===== config.mk =====
export PLATFORM = sky130hd
export DESIGN_NAME = hazard_ctrl
export DESIGN_NICKNAME = d
export VERILOG_FILES = /design/src/rtl/hazard_ctrl.sv
export SDC_FILE = /design/constraint.sdc
export NUM_CORES = 1
export LEC_CHECK = 0
export ABC_AREA = 1
export BUFFER_PORTS_ARGS = -buffer_cell sky130_fd_sc_hd__buf_2
export CAP_MARGIN = 20
export CORE_ASPECT_RATIO = 0.5
export CORE_MARGIN = 2
export CORE_UTILIZATION = 51
export CTS_CLUSTER_DIAMETER = 50
export CTS_CLUSTER_SIZE = 25
export DETAILED_ROUTE_END_ITERATION = 8
export PLACE_DENSITY_LB_ADDON = 0.3
export SLEW_MARGIN = 20
export SYNTH_ARGS = -nofsm -noshare
export SYNTH_HDL_FRONTEND = slang
export SYNTH_SLANG_ARGS = --single-unit

===== constraint.sdc =====
create_clock -name clk -period 2 [get_ports clk]
set_input_delay 0.4 -clock clk [delete_from_list [all_inputs] [get_ports clk]]
set_output_delay 0.4 -clock clk [all_outputs]
set_load 0.1 [all_outputs]

===== src/rtl/hazard_ctrl.sv =====
// Pipeline hazard controller: load-use stall, branch flush,
// data-memory wait, and a saturating stall-cycle counter.
module hazard_ctrl #(
  parameter int         FLUSH_CYCLES = 2,
  parameter logic [3:0] NO_REG       = 4'b1111
) (
  input  logic        clk,
  input  logic        rst,
  input  logic        ex_mem_read,
  input  logic [3:0]  ex_dest_addr,
  input  logic        ex_is_bubble,
  input  logic        ex_branch_taken,
  input  logic [3:0]  id_src_addr,
  input  logic [3:0]  id_dest_addr,
  input  logic        id_use_src,
  input  logic        id_use_dest,
  input  logic        mem_busy,
  output logic        pc_stall,
  output logic        ifid_stall,
  output logic        ifid_flush,
  output logic        make_bubble,
  output logic [15:0] stall_count,
  output logic [1:0]  state_o
);

  typedef enum logic [1:0] {
    RUN        = 2'b00,
    LOAD_STALL = 2'b01,
    FLUSH      = 2'b10,
    MEM_WAIT   = 2'b11
  } state_t;

  // The branch cycle itself is the first squashed cycle.
  localparam logic [1:0] FC_M1 = 2'(FLUSH_CYCLES - 1);

  state_t     state;
  state_t     state_nx;
  logic [1:0] cnt;
  logic [1:0] cnt_nx;
  logic       lu;
  logic       stall_req;
  logic       flush_req;
  logic       bubble_req;

  assign lu = ex_mem_read & ~ex_is_bubble
            & (ex_dest_addr != NO_REG)
            & ((id_use_src  & (id_src_addr  == ex_dest_addr))
             | (id_use_dest & (id_dest_addr == ex_dest_addr)));

  // Next state and raw requests; mem_busy > branch > load-use.
  always_comb begin
    stall_req  = 1'b0;
    flush_req  = 1'b0;
    bubble_req = 1'b0;
    state_nx   = state;
    cnt_nx     = cnt;
    if (state == FLUSH && !mem_busy) begin
      flush_req  = 1'b1;
      bubble_req = 1'b1;
      if (cnt <= 2'd1) begin
        cnt_nx   = 2'd0;
        state_nx = RUN;
      end else begin
        cnt_nx   = cnt - 2'd1;
      end
    end else if (mem_busy) begin
      stall_req  = 1'b1;
      bubble_req = 1'b1;
      cnt_nx     = 2'd0;
      state_nx   = MEM_WAIT;
    end else if (ex_branch_taken) begin
      flush_req  = 1'b1;
      bubble_req = 1'b1;
      cnt_nx     = FC_M1;
      state_nx   = (FLUSH_CYCLES > 1) ? FLUSH : RUN;
    end else if (lu && state != LOAD_STALL) begin
      stall_req  = 1'b1;
      bubble_req = 1'b1;
      cnt_nx     = 2'd0;
      state_nx   = LOAD_STALL;
    end else begin
      cnt_nx     = 2'd0;
      state_nx   = RUN;
    end
  end

  // Reset masks every control output; flush beats stall.
  always_comb begin
    pc_stall    = ~rst & stall_req;
    ifid_flush  = ~rst & flush_req;
    ifid_stall  = ~rst & stall_req & ~flush_req;
    make_bubble = ~rst & bubble_req;
  end

  assign state_o = state;

  // State, flush counter and saturating stall counter.
  always_ff @(posedge clk) begin
    if (rst) begin
      state       <= RUN;
      cnt         <= 2'd0;
      stall_count <= 16'd0;
    end else begin
      state <= state_nx;
      cnt   <= cnt_nx;
      if (pc_stall && stall_count != 16'hFFFF)
        stall_count <= stall_count + 16'd1;
    end
  end

endmodule


; ---- Yosys cells after proc, flatten, opt, wreduce, memory -nomap -nowiden
; Cells that the tools add are included.
[op_classes]
add_sub_neg = 2
magnitude_cmp = 1
n_eq_ne = 7
muxes = 19
bitwise_logic = 13
reduce_logical = 4
[op_table]
columns = cell, count
row1 = $add A16 B1 Y16 const B, 1
row2 = $ne A16 B16 Y1 const B, 1
row3 = $mux W1, 13
row4 = $mux W2, 6
row5 = $and A1 B1 Y1, 9
row6 = $eq A4 B4 Y1, 2
row7 = $ne A2 B1 Y1 const B, 2
row8 = $ne A4 B4 Y1 const B, 1
row9 = $logic_and A1 B1 Y1, 3
row10 = $not A1 Y1, 3
row11 = $eq A2 B2 Y1 const B, 1
row12 = $le A2 B1 Y1 const B, 1
row13 = $sub A2 B1 Y2 const B, 1
row14 = $logic_not A1 Y1, 1
row15 = $or A1 B1 Y1, 1
[totals]
regBits = 20
in_bits = 20
elab_cells = 49

; ---- Logic depth before layout (Yosys ltp)
; Gate-level depths: netlist of the first run.
[depth]
word_depth = 11
mapped_depth = 12

; ---- Worst setup path before layout of the first run
; Ideal clock, no wire load.
[synth_path]
path_kind = flip-flop to output port
start = register state[1], in the netlist state_o[1]
end = output make_bubble
arrival_time_ns = 2.936
required_ns = 1.600
path_slack_ns = -1.336
stages_incl_launch_ff = 5
n_path_buf = 0
cell_sequence = dfxtp_1 > o21ai_0 > nor3_1 > nand2_1 > a21oi_1
[synth_via]
elab_chain_cells = 7
elab_cells_between_ends = 9
cone_classes = eq/ne: 2 / mux: 4 / bitwise: 1 / reduce/logical: 2
[synth_lines]
columns = element, line_no
row1 = from (decl), 36  ; state_t state;
row2 = from (signal assigned), 104  ; state <= state_nx;
row3 = $ne A2 B1 Y1, 76  ; end else if (lu && state != LOAD_STALL) begin
row4 = $logic_and A1 B1 Y1, 76
row5 = $mux W1, 76
row6 = $mux W1, 71  ; end else if (ex_branch_taken) begin
row7 = $mux W1, 66  ; end else if (mem_busy) begin
row8 = $mux W1 *, 57  ; if (state == FLUSH && !mem_busy) begin
row9 = $and A1 B1 Y1 *, 92  ; make_bubble = ~rst & bubble_req;
row10 = to (decl), 21  ; output logic make_bubble,
; Every way passes the cells marked *; elsewhere a longest branch is shown, timed or not.

; ---- Worst setup path in the final report of the first run
[layout_path]
start = register state[0], in the netlist state_o[0]
end = output make_bubble
; Same word-level chain as after synthesis.

==> implementation parameters, run 1 <==
Parameter                              Value

Status
  Outcome    finished clean

Die
  DIE AREA    around 3200 sq um
  Die outline width    about 80 um
  Floorplan Core Area    between 2000 and 3000 sq um
  Io pins    42
  Number of cell rows    13
  Vertical extent of the die    slightly above 40 um
  Initial Utilization    53.94%

Power
  Combinational share of power    a little over a quarter
  Share of total power in sequential cells    a little under half
  Leak pwr    between 0.0008 and 0.0009 uW
  Internal power consumption    611.1 uW
  Part of the power in the clock network    between 20 and 30%
  Worst-case vdd ir drop    0.0006151 V
  Sw Ratio    about a third
  Pwr/cell area    roughly 500 nW/um^2
  Net switching power of the design    ~300 uW

Critical path
  Worst r2r dst    stall_count[14]
  Buffers plus inverters on the worst setup path    3
  Startpoint of the worst-slack reg-to-reg timing path    stall_count[0]
  Endpoint of the worst setup timing path    make_bubble
  Critical setup path kind    flop to primary output
  Delay of the slowest cell on the worst path    0.34 ns
  Depth of the most critical reg-to-reg path    9
  CP Launch Point    state_o[0]
  Stages on worst setup path    7
  Critical path peak fanout    3
  Crit path DAT    1.52 ns
  Standard cell with the maximum stage delay on the critical path    dfxtp_4
  Cells traversed along the worst timing path    inv_1, o21ai_0, nor3_1, nand2_1, buf_4, a21oi_4, buf_12
  Type of destination of the critical path    primary output
  Startpoint kind of the worst setup timing path    flop
  Crit-path leading delay family    buffers and inverters
  Flop2flop setup slack    ~0.16 ns
  Crit path required time    approximately 1.6 ns

CTS
  Number of sinks driven by the clock tree    20
  Clock insertion delay at the later pin of the skew report    about 0.25 ns
  Root buffer cell    clkbuf_8
  Clock Pin Slew Worst Setup and Hold Paths    about 0.07 ns
  Number of H-tree levels    1
  Buffer depth of the longest clock path    2
  CTS tree    built
  TritonCTS Buffers    3

Finish
  Area Overhead vs Synth    30.84%
  Number of nets in the final layout    between 200 and 300
  Diode count    0
  Share of cells above drive strength 1    roughly a third
  Commonest non-fill, non-tap cell in the layout    nand2_1
  Post-layout utilization of the core    between 70% and 80%
  Non-Filler Instances    roughly 300
  Commonest cells after routing, fill and taps aside    57 x nand2_1, 37 x buf_2, 28 x inv_1

Place
  Buffers on Ports    ~40
  Final weighted congestion of routability-driven global placement    approximately 0.81
  Cell total after placement    298
  Detail Placement HPWL    between 2000 and 3000 um

Synthesis
  Flip-flop and latch count after synthesis    20
  Ys async rst share    0%
  Net count after synthesis    between 200 and 250
  Most used flip-flop cell after synthesis    dfxtp_1
  Post-synth EDFFs    0
  Synth Area in Simple Gates    roughly 43%
  Main combinational cell family by area after synthesis    simple AND/OR/NAND/NOR gates
  Xor/xnor cell area share of the yosys netlist    under 10%
  Post-synthesis area per instance    ~6.4 sq um
  Post-synth design cell area    1404 sq um
  Yosys cell types    27
  Compound-gate portion of the synthesized area    6.863%
  Synth warn    0
  Share of synthesized cell area in full adder, half adder and majority cells    under 10%
  Sequential fraction of the synthesis area    about 29%
  Portion of netlist area occupied by mux cells    0%
  Gate count after technology mapping    approximately 220

Worst hold path
  Hold/Removal Path Class    primary input to flop

Global route
  Maximum number of pins on one net before global-route repair    18
  Global router's overall resource usage    between 20% and 30%
  Number of antenna violations at the first check in global routing    0
  Global-route wire length before repair    5844 um
  Overflow left after global routing    0
  Vias in the first global route    approximately 1400

STA
  Post-layout minimum cycle time    approximately 1.9 ns
  Worst max-slew margin expressed relative to the limit    66.24%
  Final Hold Slack    between 0.4 and 0.5 ns
  Final worst clock skew    slightly below 0.0005 ns
  Final number of setup-violating endpoints    0
  Final slew viol count    0
  RSZ-0062 raised after global routing    yes
  Final clock period utilization by the worst path    a little over nine tenths
  Peak clock frequency supported by timing    0.5209 GHz
  Slew of the pin with the lowest slew margin    0.5034 ns
  Hold Vio Cnt, Final    0

Drt
  Vias post-DR    about 1600
  DR iter-0 viols    51
  DRC violation count after routing    0
  Via count normalized by instance count    roughly 5
  Routed length per instance    between 10 and 15 um
  Total wirelength of the detailed-routed design    3668 um
  Remaining antenna violation count after routing    0
  1st-pass router iterations    4

Job
  Max-capacitance violation count    0
-- flip-flops by register name, indices dropped and copies added (netlist names) --
register	flops
stall_count	16
cnt	2
state_o	2
-- worst reg2reg max path, stage by stage, from the launching register on --
cell     delay (ns)
dfxtp_4        0.37
ha_1           0.20
nand3_2        0.14
nor3_4         0.20
nand3_2        0.13
nor2_4         0.12
inv_2          0.11
nand3_2        0.23
nand2_1        0.08
a21oi_1        0.16
-- stage by stage --
step           total power, uW  cell area [sq um]   TNS (ns)  setup WS [ns]
2_1_floorplan            584.2               1466    -0.1055       -0.05273
3_3_place_gp             651.6               1783          0         0.1240
3_5_place_dp             656.8               1783          0        0.07244
4_1_cts                  915.7               1824          0        0.03398
5_1_grt                  946.7               1837  -0.001231      -0.001231
6_report                 913.3               1837          0        0.08026
-- cells by family (layout without fill, tap and decap cells) --
kind of cell | count (synthesis) | after routing
AO/OA/AOI/OAI | 18 | 18
XOR/XNOR | 9 | 9
buffers and inverters | 42 | 86
AND/OR/NAND/NOR | 128 | 128
flip-flops | 20 | 20
adder cells (fa/ha/maj) | 4 | 4
-- layer usage --
| metal | vias to the layer above | wire length, um | track usage (%) | part of all wire, % |
|---|---|---|---|---|
| met5 | - | 0 | 0 | 0 |
| met4 | 0 | 53 | 8.772 | 1.4 |
| met3 | 6 | 281 | 7.048 | 7.7 |
| met2 | 60 | 1697 | 46.98 | 46 |
| met1 | 686 | 1635 | 26.17 | 45 |
| li1 | 799 | - | - | - |
-- area by class of cell --
cell class	instances	area [sq um]
Multi-Input combinational cell	159	865.8
Fill cell	222	765.7
Sequential cell	20	430.4
Timing Repair Buffer	47	310.3
Inverter	36	142.6
Tap cell	37	46.29
Clock buffer	3	41.29
-- power groups by stage --
| stage | clock network, uW | logic (uW) | registers (uW) |
|---|---|---|---|
| after global placement | 0 | 231 | 421 |
| after CTS | 267 | 236 | 412 |
| after global routing | 277 | 256 | 414 |
| after detailed placement | 0 | 235 | 421 |
| after floorplan | 0 | 120 | 464 |
| final | 262 | 239 | 412 |
-- cells in the mapped netlist, types with 2 or more instances --
| cell type | instances | area (sq um) |
|---|---|---|
| nand3_1 | 12 | 60.06 |
| inv_2 | 6 | 22.52 |
| nand4_1 | 17 | 106.4 |
| nor3_2 | 2 | 20.02 |
| nand2_1 | 58 | 217.7 |
| nor2_1 | 23 | 86.33 |
| nand3_2 | 3 | 30.03 |
| xnor2_1 | 3 | 26.28 |
| a21oi_1 | 12 | 60.06 |
| buf_2 | 2 | 10.01 |
| ha_1 | 4 | 50.05 |
| nor3_1 | 6 | 30.03 |
| clkbuf_1 | 3 | 11.26 |
| o21ai_0 | 3 | 15.01 |
| dfxtp_1 | 20 | 400.4 |
| nand2_2 | 2 | 12.51 |
| xor2_1 | 6 | 52.55 |
| inv_1 | 30 | 112.6 |
-- worst min-delay path by stage --
stage | startpoint | end | cells after the start
after floorplan | cnt[1] | state_o[1] | 2
after global placement | stall_count[9] | stall_count[9] | 2
after detailed placement | stall_count[13] | stall_count[13] | 2
after CTS | rst | cnt[0] | 3
after global routing | rst | cnt[0] | 3
final | rst | cnt[0] | 3
-- repair_timing --
action,in CTS,in global routing
setup buffers,0,1
gates resized for setup,0,1
endpoints found under the setup margin,0,2
hold buffers,0,0
No activity file was read; power rests on OpenSTA's default activity.
==> run 2, diff against run 1 <==
--- a/config.mk
+++ b/config.mk
@@ -5,12 +5,12 @@
 export SDC_FILE = /design/constraint.sdc
 export NUM_CORES = 1
 export LEC_CHECK = 0
-export ABC_AREA = 1
 export BUFFER_PORTS_ARGS = -buffer_cell sky130_fd_sc_hd__buf_2
 export CAP_MARGIN = 20
 export CORE_ASPECT_RATIO = 0.5
 export CORE_MARGIN = 2
-export CORE_UTILIZATION = 51
+export CORE_UTILIZATION = 53
+export CTS_BUF_LIST = sky130_fd_sc_hd__clkbuf_8
 export CTS_CLUSTER_DIAMETER = 50
 export CTS_CLUSTER_SIZE = 25
 export DETAILED_ROUTE_END_ITERATION = 8
==> run 2 against run 1 <==
Effect of this change: the flow now finishes with violations (negative setup slack); highest routed layer is now met3; clock power up 6%; total power increased by 3.4%; setup slack worse by 0.28 ns; sequential cell count is the same; maximum frequency shrank 13%; sequential power about the same; design area grew 13%.
==> implementation parameters, run 2 <==
Parameter                              Value

Finish
  Commonest non-fill, non-tap cell in the layout    buf_2 (was nand2_1)
  Share of cells above drive strength 1    49.78% (was 32.83%)
  Top register by number of flip-flops    stall_count (unchanged)
  Number of flip-flops under the largest register name    16 (unchanged)
  Commonest cells after routing, fill and taps aside    33 x buf_2, 19 x nor2_1, 12 x buf_4 (was 57 x nand2_1, 37 x buf_2, 28 x inv_1)
  Post-layout utilization of the core    80.21% (was 70.58%)
  Number of nets in the final layout    250 (was 291)
  Area Overhead vs Synth    44.30% (was 30.84%)
  Diode count    0 (unchanged)

Global route
  Global router's overall resource usage    24.90% (was 23.86%)
  Vias in the first global route    1338 (was 1373)
  Global-route wire length before repair    5899 um (was 5844 um)
  Maximum number of pins on one net before global-route repair    26 (was 18)
  Overflow left after global routing    0 (unchanged)
  Number of antenna violations at the first check in global routing    0 (unchanged)

STA
  Final number of setup-violating endpoints    3 (was 0)
  Final worst clock skew    0.001892 ns (was 0.0004975 ns)
  RSZ-0062 raised after global routing    yes (unchanged)
  Hold Vio Cnt, Final    0 (unchanged)
  Peak clock frequency supported by timing    0.4555 GHz (was 0.5209 GHz)
  Worst max-slew margin expressed relative to the limit    60.38% (was 66.24%)
  Final Hold Slack    0.4849 ns (was 0.4549 ns)
  Final clock period utilization by the worst path    109.8% (was 95.99%)
  Post-layout minimum cycle time    2.196 ns (was 1.920 ns)
  Slew of the pin with the lowest slew margin    0.5937 ns (was 0.5034 ns)
  Final slew viol count    0 (unchanged)
  Setup WS post-layout    -0.1956 ns (was 0.08026 ns)

Critical path
  Startpoint kind of the worst setup timing path    primary input (was flop)
  Stages on worst setup path    8 (was 7)
  CP Launch Point    ex_dest_addr[3] (was state_o[0])
  Critical setup path kind    primary input to primary output (was flop to primary output)
  Delay of the slowest cell on the worst path    0.34 ns (about the same)
  Critical path peak fanout    3 (unchanged)
  Worst r2r dst    stall_count[15] (was stall_count[14])
  Buffers plus inverters on the worst setup path    2 (was 3)
  Crit path DAT    1.80 ns (was 1.52 ns)
  Standard cell with the maximum stage delay on the critical path    maj3_2 (was dfxtp_4)
  Cells traversed along the worst timing path    buf_8, nand4_1, nand3b_1, nor3_2, nor2_2, maj3_2, a31oi_4, buf_12 (was inv_1, o21ai_0, nor3_1, nand2_1, buf_4, a21oi_4, buf_12)
  Type of destination of the critical path    primary output (unchanged)
  Crit-path leading delay family    simple AND/OR/NAND/NOR gates (was buffers and inverters)
  Startpoint of the worst-slack reg-to-reg timing path    state_o[0] (was stall_count[0])
  Endpoint of the worst setup timing path    make_bubble (unchanged)
  Crit path required time    1.60 ns (about the same)
  Depth of the most critical reg-to-reg path    5 (was 9)
  Flop2flop setup slack    0.12 ns (was 0.16 ns)

Synthesis
  Area share of the largest cell type after synthesis    27.85% (was 28.52%)
  Synth warn    0 (unchanged)
  Library cell occupying the most area in the post-synthesis netlist    dfxtp_1 (unchanged)
  Sequential fraction of the synthesis area    27.85% (was 28.52%)
  Post-synth design cell area    1438 sq um (was 1404 sq um)
  Yosys cell types    40 (was 27)
  Post-synth EDFFs    0 (unchanged)
  Flip-flop and latch count after synthesis    20 (unchanged)
  Most numerous cell in the Yosys netlist    nor2_1 (was nand2_1)
  Net count after synthesis    200 (was 245)
  Top cells by area, synth    dfxtp_1 28%, mux2_2 9.4%, nor2_1 5.5%, xnor2_1 4.9%, nor2b_1 4.8% (was dfxtp_1 29%, nand2_1 16%, inv_1 8.0%, nand4_1 7.6%, nor2_1 6.1%)
  Gate count after technology mapping    176 (was 221)
  Ys async rst share    0% (unchanged)
  Most frequent cells after synthesis    21 x nor2_1, 20 x dfxtp_1, 12 x mux2_2, 11 x nor2b_1 (was 58 x nand2_1, 30 x inv_1, 23 x nor2_1, 20 x dfxtp_1, 17 x nand4_1)
  Post-synthesis area per instance    8.168 sq um (was 6.352 sq um)
  Most used flip-flop cell after synthesis    dfxtp_1 (unchanged)

CTS
  Number of H-tree levels    1 (unchanged)
  Clock Pin Slew Worst Setup and Hold Paths    0.08 ns (was 0.07 ns)
  Number of sinks driven by the clock tree    20 (unchanged)
  CTS tree    built (unchanged)
  Hold-fix buffer count after cts    0 (unchanged)
  Root buffer cell    clkbuf_8 (unchanged)
  TritonCTS Buffers    3 (unchanged)
  Buffer depth of the longest clock path    2 (unchanged)
  Clock insertion delay at the later pin of the skew report    0.26 ns (was 0.25 ns)

Die
  Floorplan Core Area    2586 sq um (was 2603 sq um)
  Io pins    42 (unchanged)
  Number of cell rows    13 (unchanged)
  DIE AREA    3170 sq um (was 3214 sq um)
  Initial Utilization    55.59% (was 53.94%)
  Vertical extent of the die    40.83 um (was 41.10 um)
  Die outline width    77.66 um (was 78.20 um)

Power
  Leak pwr    0.0008146 uW (was 0.0008562 uW)
  Part of the power in the clock network    29.5% (was 28.7%)
  Total power draw    944.2 uW (was 913.3 uW)
  Combinational share of power    27.1% (was 26.2%)
  Sw Ratio    33.57% (was 33.09%)
  Internal power consumption    627.2 uW (was 611.1 uW)
  Share of total power in sequential cells    43.4% (was 45.1%)
  Worst-case vdd ir drop    0.0004870 V (was 0.0006151 V)
  Net switching power of the design    317.0 uW (was 302.2 uW)
  Pwr/cell area    455.2 nW/um^2 (was 497.2 nW/um^2)

Drt
  DR iter-0 viols    65 (was 51)
  Remaining antenna violation count after routing    0 (unchanged)
  Routed length per instance    14.85 um (was 12.15 um)
  Via count normalized by instance count    5.706 (was 5.136)
  Total wirelength of the detailed-routed design    3890 um (was 3668 um)
  1st-pass router iterations    4 (unchanged)
  Vias post-DR    1495 (was 1551)
  DRC violation count after routing    0 (unchanged)

Place
  Buffers on Ports    41 (unchanged)
  Final weighted congestion of routability-driven global placement    0.8790 (was 0.8129)
  Placement Setup Slack    -0.2059 ns (was 0.07244 ns)
  Detail Placement HPWL    2708 um (was 2694 um)

Status
  Outcome    finished, violations left (was finished clean)
  Violated checks    negative setup slack

Worst hold path
  Worst Min Path Start    mem_busy (was rst)
  Hold/Removal Path Class    primary input to flop (unchanged)

Job
  Max-capacitance violation count    0 (unchanged)
## run 2: cells by family (layout without fill, tap and decap cells)
logic type	Yosys count	in the layout	share of synthesized area [%]
adders and majority gates	5	5	4.178
DFF	20	20	27.85
AOI/OAI and AO/OA	30	30	14.97
buffers and inverters	18	67	4.874
muxes	14	14	10.79
and+or+nand+nor	80	80	31.85
xor gates and xnor gates	9	9	5.483
## run 2: worst min path at each step
stage / to / slack [ns] / cells after the start
after floorplan: state_o[1] / 0.50 / 2
after global placement: stall_count[12] / 0.48 / 2
after detailed placement: stall_count[12] / 0.49 / 2
after CTS: cnt[0] / 0.47 / 2
after global routing: cnt[0] / 0.49 / 2
final: cnt[0] / 0.48 / 2
## run 2: worst register-to-register path, cell delays in order (launching register included)
cell,delay [ns]
dfxtp_4,0.37
xor2_2,0.20
nor4_4,0.36
o21ai_4,0.13
a2111oi_4,0.39
mux2_4,0.33
## run 2: repair_timing
action | in CTS | in global routing
resized for setup | 16 | 9
setup endpoints to repair | 3 | 14
pin swaps | 2 | 7
setup buffers | 2 | 3
## run 2: per-stage QoR
stage                     area (sq um)  instances  setup TNS (ns)
after CTS                         2029        263         -0.2821
final                             2074        262         -0.2178
after detailed placement          1908        257          -1.994
after floorplan                   1551        176         -0.8336
after global placement            1908        257          -1.095
after global routing              2074        262         -0.4377
## run 2: routing by layer
metal | share of wire, % | GRT usage, % | wire length [um] | vias up
met5 | 0 | 0 | 0 | -
met4 | 0 | 7.143 | 0 | 0
met3 | 5.6 | 5.507 | 217 | 0
met2 | 53 | 49.57 | 2061 | 45
met1 | 41 | 28.63 | 1610 | 717
li1 | - | - | - | 733
## run 2: power by group through the flow
stage                     logic, uW  clock network, uW  registers (uW)
after floorplan                 119                  0             467
after global placement          230                  0             419
after detailed placement        236                  0             419
after CTS                       249                283             410
after global routing            271                305             413
final                           256                278             410
## run 2: cell type report
class / instances / area [sq um]
clock buffer: 3 / 41.29
clock inverter: 1 / 3.754
fill: 168 / 511.7
inverter: 10 / 37.54
multi-input combinational: 138 / 1111
sequential: 20 / 442.9
tap: 37 / 46.29
timing repair buffer: 53 / 391.6
==> run 3, diff against run 2 <==
--- a/config.mk
+++ b/config.mk
@@ -5,7 +5,7 @@
 export SDC_FILE = /design/constraint.sdc
 export NUM_CORES = 1
 export LEC_CHECK = 0
-export BUFFER_PORTS_ARGS = -buffer_cell sky130_fd_sc_hd__buf_2
+export BUFFER_PORTS_ARGS = -buffer_cell sky130_fd_sc_hd__buf_4
 export CAP_MARGIN = 20
 export CORE_ASPECT_RATIO = 0.5
 export CORE_MARGIN = 2
==> run 3 against run 2 <==
Effect of this change: the flow still finishes with violations (negative setup slack); largest power group unchanged; critical endpoint unchanged; register-to-register slack barely moved; via count fell by 1.5%; core utilization rose by 0.92 points; worst hold slack got worse by 0.055 ns; highest routed layer is now met4.
==> implementation parameters, run 3 (synthesis results as in run 2) <==
Parameter                              Value

Drt
  Total wirelength of the detailed-routed design    3662 um (was 3890 um)
  DR iter-0 viols    59 (was 65)
  DRC violation count after routing    0 (unchanged)
  Remaining antenna violation count after routing    0 (unchanged)
  1st-pass router iterations    5 (was 4)
  Routed length per instance    13.92 um (was 14.85 um)
  Vias post-DR    1472 (was 1495)
  Via count normalized by instance count    5.597 (was 5.706)

Critical path
  Type of destination of the critical path    primary output (unchanged)
  Cells traversed along the worst timing path    buf_6, nand4_1, nand3b_1, nor3_2, nor2_2, maj3_2, a31oi_4, buf_12 (was buf_8, nand4_1, nand3b_1, nor3_2, nor2_2, maj3_2, a31oi_4, buf_12)
  Standard cell with the maximum stage delay on the critical path    maj3_2 (unchanged)
  Startpoint of the worst-slack reg-to-reg timing path    state_o[0] (unchanged)
  Depth of the most critical reg-to-reg path    6 (was 5)
  Crit path required time    1.60 ns (about the same)
  Startpoint kind of the worst setup timing path    primary input (unchanged)
  Crit path DAT    1.72 ns (was 1.80 ns)
  Flop2flop setup slack    0.11 ns (was 0.12 ns)
  Critical path peak fanout    3 (unchanged)
  Worst r2r dst    stall_count[6] (was stall_count[15])
  Critical setup path kind    primary input to primary output (unchanged)
  Delay of the slowest cell on the worst path    0.33 ns (was 0.34 ns)

STA
  Slew of the pin with the lowest slew margin    0.6018 ns (was 0.5937 ns)
  Peak clock frequency supported by timing    0.4720 GHz (was 0.4555 GHz)
  Worst max-slew margin expressed relative to the limit    59.83% (was 60.38%)
  Post-layout minimum cycle time    2.119 ns (was 2.196 ns)
  Setup WS post-layout    -0.1186 ns (was -0.1956 ns)
  Final number of setup-violating endpoints    1 (was 3)
  Final slew viol count    0 (unchanged)
  Final clock period utilization by the worst path    105.9% (was 109.8%)
  RSZ-0062 raised after global routing    yes (unchanged)
  Hold Vio Cnt, Final    0 (unchanged)
  Final worst clock skew    0.002111 ns (was 0.001892 ns)
  Post-route setup TNS    -0.1186 ns (was -0.2178 ns)

Global route
  Number of antenna violations at the first check in global routing    0 (unchanged)
  Overflow left after global routing    0 (unchanged)
  Vias in the first global route    1356 (was 1338)
  Maximum number of pins on one net before global-route repair    38 (was 26)
  Global-route wire length before repair    5920 um (was 5899 um)
  Global router's overall resource usage    24.82% (was 24.90%)

Power
  Sw Ratio    32.87% (was 33.57%)
  Internal power consumption    633.3 uW (was 627.2 uW)
  Net switching power of the design    310.2 uW (was 317.0 uW)
  Combinational share of power    27.3% (was 27.1%)
  Part of the power in the clock network    29.2% (was 29.5%)
  Worst-case vdd ir drop    0.0002956 V (was 0.0004870 V)
  Leak pwr    0.0008167 uW (was 0.0008146 uW)
  Pwr/cell area    449.7 nW/um^2 (was 455.2 nW/um^2)
  Share of total power in sequential cells    43.5% (was 43.4%)

Place
  Detail Placement HPWL    2769 um (was 2708 um)
  Final weighted congestion of routability-driven global placement    0.8703 (was 0.8790)
  Cell total after placement    256 (was 257)
  Buffers on Ports    41 (unchanged)
  Placement Setup Slack    -0.2297 ns (was -0.2059 ns)

Die
  Vertical extent of the die    40.83 um (unchanged)
  Io pins    42 (unchanged)
  Number of cell rows    13 (unchanged)
  DIE AREA    3170 sq um (unchanged)
  Floorplan Core Area    2586 sq um (unchanged)
  Initial Utilization    55.59% (unchanged)
  Die outline width    77.66 um (unchanged)

Finish
  Top register by number of flip-flops    stall_count (unchanged)
  Share of cells above drive strength 1    48.23% (was 49.78%)
  Commonest non-fill, non-tap cell in the layout    buf_4 (was buf_2)
  Diode count    0 (unchanged)
  Post-layout utilization of the core    81.13% (was 80.21%)
  Number of flip-flops under the largest register name    16 (unchanged)
  Number of nets in the final layout    251 (was 250)
  Area Overhead vs Synth    45.95% (was 44.30%)
  Non-Filler Instances    263 (was 262)
  Commonest cells after routing, fill and taps aside    47 x buf_4, 20 x nor2_1, 12 x mux2_2 (was 33 x buf_2, 19 x nor2_1, 12 x buf_4)

Worst hold path
  Number of cells traversed by the worst hold path    2 (unchanged)
  Worst Min Path Start    mem_busy (unchanged)
  Hold/Removal Path Class    primary input to flop (unchanged)
  Endpoint, Worst Hold    cnt[0] (unchanged)

CTS
  Root buffer cell    clkbuf_8 (unchanged)
  Clock insertion delay at the later pin of the skew report    0.26 ns (about the same)
  CTS tree    built (unchanged)
  TritonCTS Buffers    3 (unchanged)
  Buffer depth of the longest clock path    2 (unchanged)
  Hold-fix buffer count after cts    0 (unchanged)
  Number of H-tree levels    1 (unchanged)
  Clock Pin Slew Worst Setup and Hold Paths    0.07 ns (was 0.08 ns)
  Number of sinks driven by the clock tree    20 (unchanged)

Job
  Max-capacitance violation count    0 (unchanged)

Status
  Violated checks    negative setup slack (unchanged)
  Outcome    finished, violations left (unchanged)
-- run 3: area by class of cell --
type	instances	area (sq um)
Multi-Input combinational cell	138	1065
Fill cell	175	488.0
Timing Repair Buffer	54	461.7
Sequential cell	20	442.9
Tap cell	37	46.29
Clock buffer	3	41.29
Inverter	10	37.54
Clock inverter	1	3.754
-- run 3: routing by layer --
metal | GRT usage (%) | share of wire, %
met5 | 0 | 0
met4 | 6.250 | 1.3
met3 | 5.727 | 7.6
met2 | 49.78 | 50
met1 | 28.42 | 41
-- run 3: stage by stage --
stage	cell area [sq um]	hold WS, ns	total power (uW)
2_1_floorplan	1551	0.5018	585.9
3_3_place_gp	1943	0.4819	650.2
3_5_place_dp	1943	0.4902	656.6
4_1_cts	2071	0.4283	942.3
5_1_grt	2098	0.4270	977.6
6_report	2098	0.4296	943.5
-- run 3: how the worst max path moves through the flow --
stage / startpoint / end / slack, ns / cells past startpoint
after floorplan: ex_dest_addr[3] / make_bubble / -0.29 / 6
after global placement: ex_dest_addr[3] / make_bubble / -0.20 / 8
after detailed placement: ex_dest_addr[3] / make_bubble / -0.23 / 8
after CTS: ex_dest_addr[0] / make_bubble / -0.12 / 8
after global routing: ex_dest_addr[0] / make_bubble / -0.19 / 8
final: ex_dest_addr[0] / make_bubble / -0.12 / 8
-- run 3: critical path: cells and delay by family --
family / cells / cell delay [ns]
buffers and inverters: 2 / 0.30
AO/OA/AOI/OAI: 1 / 0.17
adder cells (fa/ha/maj): 1 / 0.33
AND/OR/NAND/NOR: 4 / 0.52
-- run 3: repair_timing --
action                                  CTS  global route
setup buffers                             3             1
gates resized for setup                  15             5
pin swaps                                 4             4
endpoints found under the setup margin    3            10
-- run 3: power by group through the flow --
stage	Clock [uW]	Sequential, uW	Combinational (uW)
after global routing	292	412	273
after detailed placement	0	420	237
after CTS	279	410	253
after global placement	0	419	231
after floorplan	0	467	119
final	276	410	258
